File: src/rtl/switch_in_port_if.sv
// CPU-side read bus of the switch input port: read strobe, word select, read data and interrupt.
interface switch_in_port_if;
    logic        io_rd;
    logic [1:0]  io_addr;
    logic [31:0] io_rdata;
    logic        irq;

    modport master (
        output io_rd,
        output io_addr,
        input  io_rdata,
        input  irq
    );

    modport slave (
        input  io_rd,
        input  io_addr,
        output io_rdata,
        output irq
    );
endinterface

File: src/rtl/switch_in_port.sv
// Debounced, memory-mapped switch/key input port with sticky change/rise flags cleared by CPU reads.
module switch_in_port #(
    parameter int unsigned WIDTH    = 10,
    parameter int unsigned DEBOUNCE = 250000
) (
    input  logic               clk,
    input  logic               resetn,
    input  logic [WIDTH-1:0]   pin_in,
    switch_in_port_if.slave    io
);

    localparam int unsigned      CNT_W    = (DEBOUNCE > 1) ? $clog2(DEBOUNCE) : 1;
    localparam logic [CNT_W-1:0] CNT_LAST = CNT_W'(DEBOUNCE - 1);

    localparam logic [1:0] ADDR_DATA   = 2'd0;
    localparam logic [1:0] ADDR_STATUS = 2'd1;
    localparam logic [1:0] ADDR_RISE   = 2'd2;
    localparam logic [1:0] ADDR_RAW    = 2'd3;

    logic [WIDTH-1:0] sync1_q,  sync1_d;
    logic [WIDTH-1:0] sync2_q,  sync2_d;
    logic [WIDTH-1:0] stable_q, stable_d;
    logic [WIDTH-1:0] rise_q,   rise_d;
    logic             changed_q, changed_d;
    logic [CNT_W-1:0] cnt_q [WIDTH];
    logic [CNT_W-1:0] cnt_d [WIDTH];

    logic [WIDTH-1:0] rise_set;
    logic             any_change;
    logic             clr_changed;
    logic             clr_rise;

    // Two-flop synchronizer; only sync2 is used downstream.
    always_comb begin
        sync1_d = pin_in;
        sync2_d = sync1_q;
    end

    // Per-bit debounce: a bit is accepted after DEBOUNCE consecutive mismatching cycles.
    always_comb begin
        stable_d = stable_q;
        for (int unsigned i = 0; i < WIDTH; i++) begin
            cnt_d[i] = cnt_q[i];
            if (sync2_q[i] == stable_q[i]) begin
                cnt_d[i] = '0;
            end else if (cnt_q[i] == CNT_LAST) begin
                stable_d[i] = sync2_q[i];
                cnt_d[i]    = '0;
            end else begin
                cnt_d[i] = cnt_q[i] + CNT_W'(1);
            end
        end
    end

    // Sticky flags; a transition on the same edge as a clearing read keeps the flag set.
    always_comb begin
        rise_set    = stable_d & ~stable_q;
        any_change  = |(stable_d ^ stable_q);
        clr_changed = io.io_rd && ((io.io_addr == ADDR_DATA) || (io.io_addr == ADDR_STATUS));
        clr_rise    = io.io_rd && (io.io_addr == ADDR_RISE);
        rise_d      = (clr_rise ? '0 : rise_q) | rise_set;
        changed_d   = (changed_q && !clr_changed) || any_change;
    end

    always_ff @(posedge clk or negedge resetn) begin
        if (!resetn) begin
            sync1_q   <= '0;
            sync2_q   <= '0;
            stable_q  <= '0;
            rise_q    <= '0;
            changed_q <= 1'b0;
            for (int unsigned i = 0; i < WIDTH; i++) begin
                cnt_q[i] <= '0;
            end
        end else begin
            sync1_q   <= sync1_d;
            sync2_q   <= sync2_d;
            stable_q  <= stable_d;
            rise_q    <= rise_d;
            changed_q <= changed_d;
            for (int unsigned i = 0; i < WIDTH; i++) begin
                cnt_q[i] <= cnt_d[i];
            end
        end
    end

    // Read mux is combinational from registers and independent of io_rd.
    always_comb begin
        io.io_rdata = '0;
        case (io.io_addr)
            ADDR_DATA:   io.io_rdata = 32'(stable_q);
            ADDR_STATUS: io.io_rdata = 32'(changed_q);
            ADDR_RISE:   io.io_rdata = 32'(rise_q);
            ADDR_RAW:    io.io_rdata = 32'(sync2_q);
            default:     io.io_rdata = '0;
        endcase
    end

    assign io.irq = |rise_q;

endmodule

File: src/flat_wrapper.sv
// flat-port wrapper written by rule: the top's interface ports become plain ports
module switch_in_port_flat 
#(
    parameter int unsigned WIDTH    = 10,
    parameter int unsigned DEBOUNCE = 250000
)
  (clk, resetn, pin_in, io_io_rd, io_io_addr, io_io_rdata, io_irq);
  switch_in_port_if io_i ();
  input  logic clk;
  input  logic resetn;
  input  logic [WIDTH-1:0] pin_in;
  input wire logic [$bits(io_i.io_rd)-1:0] io_io_rd;
  input wire logic [$bits(io_i.io_addr)-1:0] io_io_addr;
  output wire logic [$bits(io_i.io_rdata)-1:0] io_io_rdata;
  output wire logic [$bits(io_i.irq)-1:0] io_irq;
  assign io_i.io_rd = io_io_rd;
  assign io_i.io_addr = io_io_addr;
  assign io_io_rdata = io_i.io_rdata;
  assign io_irq = io_i.irq;
  switch_in_port #(.WIDTH(WIDTH), .DEBOUNCE(DEBOUNCE)) u_core (.clk(clk), .resetn(resetn), .pin_in(pin_in), .io(io_i));
endmodule
File: config.mk
export PLATFORM = sky130hd
export DESIGN_NAME = switch_in_port_flat
export DESIGN_NICKNAME = d
export VERILOG_FILES = /design/src/rtl/switch_in_port_if.sv /design/src/rtl/switch_in_port.sv /design/src/flat_wrapper.sv
export SDC_FILE = /design/constraint.sdc
export NUM_CORES = 1
export LEC_CHECK = 0
export ABC_AREA = 1
export CORE_MARGIN = 10
export CORE_UTILIZATION = 55
export CTS_CLUSTER_SIZE = 16
export DETAILED_ROUTE_END_ITERATION = 16
export DONT_BUFFER_PORTS = 1
export PLACE_DENSITY = 0.67
export SYNTH_ARGS = -nofsm -noshare
export SYNTH_HDL_FRONTEND = slang
export SYNTH_SLANG_ARGS = --single-unit
File: constraint.sdc
create_clock -name clk -period 3.2 [get_ports clk]
set_input_delay 0.32 -clock clk [delete_from_list [all_inputs] [get_ports clk]]
set_output_delay 0.32 -clock clk [all_outputs]
set_load 0.01 [all_outputs]
==> impl_summary.md <==
Floorplanning
The core region is 0.0211 mm2. In this run the core area contains 53 standard-cell rows. The initial cell density of the core is 56.1%.

The floorplan step defined a die boundary enclosing 0.0278 mm2. The chip height is between 150 and 200 um. In this run the count of I/O pins placed on the die edge is 48. The floorplan step set the die width to 167 um.

Setup path
The required time of the critical path is 3.60 ns. STA classifies the critical path startpoint as a register. STA classifies the critical path endpoint as a register. The largest individual stage delay along the critical path comes from the cell dfrtp_1. Together, buffers and inverters on the worst path number 0. Along the worst path, the maximum fanout reaches 5. The category of cells accounting for the largest share of critical-path delay is simple AND/OR/NAND/NOR gates. At the worst endpoint, the arrival time is 2.45 ns. The largest single stage delay on the critical path is 0.38 ns. The classification of the worst setup path is register to register. The signal on the critical path passes through ha_1 > nand3_1 > nor2_1 > nand3_1 > nand2_1 > o21ai_0 > ha_1 > nand4_1 > nor2_1 > nand3b_1.

Synth
The total number of yosys warnings is 0. The number of instances in the synthesized netlist is between 1000 and 1500. The synthesized design contains 0 enable-type register cells. Dividing the synthesized area by the synthesized cell count gives 7.96 um2.

The primary flip-flop cell chosen by synthesis mapping is dfrtp_1. The portion of the post-synthesis area used by sequential elements is 46.7%. Synthesis instantiated 32 different standard cells from the library.

After synthesis the netlist holds a flip-flop and latch count of between 200 and 250. The largest total area in the synthesized netlist belongs to dfrtp_1. The area share of the largest cell type after synthesis is between 40% and 50%. By area the synthesized netlist is led by dfrtp_1, nor2_1, nand2_1.

After synthesis, the share of flip-flops with an asynchronous set or reset is 100%. The summed instance area of the synthesized netlist is 0.0118 mm2.

Global route
The remaining global-route overflow is 0. The initial antenna violation count was 1. The maximum number of pins on one net before global-route repair is approximately 220. The global router's overall resource usage is around 18%.

The wire length of the first global-routing pass is between 40000 and 50000 um. The number of global-route vias before repair is 8979.

Outcome
The checks that failed: hold timing. The run finished, with violations left.

Cells and area
The layout overhead on the synthesized area is 10.6%. The final core utilization is around 62%. The net count reported at finish is about 1600. The post-route netlist has approximately 8.3% of its cells at a drive strength greater than 1.

Timing
The clock skew after layout is 0.0154 ns. The number of failing hold endpoints at the final stage is 221. At the pin with the least slew margin, the transition time is 0.769 ns. The minimum period implied by the final worst setup slack is ~2.0 ns. The worst relative slew slack is 48.5%. Setup total negative slack on the finished layout was measured at 0 ns. In the finished design, the share of the clock period the worst path needs comes to 63.9%.

Setup repair after global routing left no endpoint under its margin. The maximum achievable frequency is 0.489 GHz. Setup violations remaining at the end of the flow were counted as 0. The count of final max-slew check failures came to 0. The minimum hold slack is -0.522 ns.

Drt
The remaining design rule violation count is 0. The number of vias in the routed layout is 9238. The initial DRC count is 494. For this block, the routed nets add up to between 20000 and 25000 um of wire. The first-pass iteration count of the detailed router is 5. The average detailed-routed wire length per instance is 13.3 um. The residual antenna-violating net count after detailed routing is 0.

Using the TritonRoute via totals, the vias-per-cell ratio works out to between 5 and 6.

CTS
The maximum number of buffers from clock root to sink is 3. The number of hold buffers added after CTS was 11. At the later pin of the worst-skew pair, clock insertion delay measures 0.54 ns. The total number of H-tree levels is 1. The clock tree from TritonCTS is yes. The root buffer cell is clkbuf_16. The clock-pin transition on the worst setup and hold timing paths is around 0.060 ns. The number of clock sinks seen by CTS is ~220.

The number of buffers inserted during clock tree synthesis is 27.

Place
The half-perimeter wire length after detailed placement is 17300 um. The final weighted congestion of routability-driven global placement is roughly 0.93. The port buffer count is 0.

Power and ir drop
VDD sags by at most 0.445 mV. The total power density per cell area is 461 mW/mm2. Summed over all cells, the static leakage comes to about 5.6 nW. The design draws approximately 6 mW.

Run
The number of violations of the max-capacitance limit is 0.

Hold path
The type of the worst min-delay path is input pin to async pin.
[sequential cells by signal (all words and copies together) (netlist names)]
register,count
u_core.sync2_q,10
u_core.changed_q,1
u_core.stable_q,10
u_core.rise_q,10
u_core.cnt_q,180
u_core.sync1_q,10
[layout by cell type, fill, tap and decap left out, drive strengths merged, types with 8 or more instances in the layout]
master / count
xor2: 75
clkbuf: 39
nor3: 35
nand4: 40
o21bai: 11
nand3b: 8
ha: 20
o221ai: 8
conb: 22
nand3: 108
dfrtp: 221
o21ai: 25
xnor2: 29
nor2: 407
a21oi: 12
nand2: 291
dlygate4sd3: 11
inv: 158
[cells in the mapped netlist, types with 2 or more instances]
cell type	number
a21oi_1	12
a31oi_1	4
buf_4	22
dfrtp_1	221
ha_1	20
inv_1	146
inv_2	11
nand2_1	266
nand2_2	24
nand3_1	105
nand3_2	3
nand3b_1	8
nand4_1	40
nor2_1	365
nor2_2	31
nor2_4	11
nor3_1	35
nor3b_1	7
nor4_1	2
o21ai_0	21
o21ai_1	4
o21bai_1	11
o221ai_1	8
xnor2_1	29
xor2_1	70
xor2_2	5
[metal layers]
metal,part of all wire (%),up-vias,track usage (%)
li1,-,4752,-
met1,48,4298,24.1
met2,45,149,28.0
met3,5.0,39,3.44
met4,2.0,0,4.05
met5,0,-,0
[logic make-up after synthesis]
group / Yosys count / synth area share [%]
simple gates: 899 / 33.5
other cells: 1 / 0.0317
xor+xnor: 104 / 8.02
buf+inv: 180 / 6.41
fa+ha+maj: 20 / 2.12
compound gates: 62 / 3.20
flops: 221 / 46.7
[through the flow]
step,std cells,instance area (um2),worst slack [ns]
after floorplan,1508,11900,1.46
after global placement,1760,12100,1.22
after detailed placement,1760,12100,1.19
after CTS,1821,13100,1.16
after global routing,1822,13100,0.971
final,1822,13100,1.15
[report_power, final]
group | total, mW | switching [mW] | internal [mW] | leakage [nW]
registers | 2.88 | 0.0383 | 2.84 | 3.02
clock network | 2.99 | 1.16 | 1.83 | 0.437
logic | 0.163 | 0.110 | 0.0523 | 2.18
[final cells by class]
class | count | area [um2]
Fill cell | 1890 | 8010
Clock buffer | 39 | 771
Clock inverter | 11 | 115
Multi-Input combinational cell | 1107 | 5620
Tap cell | 275 | 344
Timing Repair Buffer | 11 | 110
Sequential cell | 221 | 5530
Antenna cell | 1 | 2.50
Inverter | 157 | 589
[path summary, 6_finish.rpt]
check | from | depth (start not counted) | slack, ns | end
max in group asynchronous | resetn | 0 | 3.43 | u_core.cnt_q[175]
hold reg to reg | u_core.sync1_q[9] | 0 | 0.34 | u_core.sync2_q[9]
hold / removal | resetn | 0 | -0.52 | u_core.cnt_q[89]
setup / recovery | u_core.cnt_q[36] | 10 | 1.15 | u_core.changed_q
setup reg to reg | u_core.cnt_q[36] | 10 | 1.15 | u_core.changed_q
min in group clk | io_io_rd | 3 | 0.06 | u_core.changed_q
[repair_timing]
| action | CTS | global route |
|---|---|---|
| hold endpoints to repair | 232 | 221 |
| buffers inserted | 0 | 0 |
| gates resized for setup | 0 | 0 |
Power figures use the tool's default switching activity.
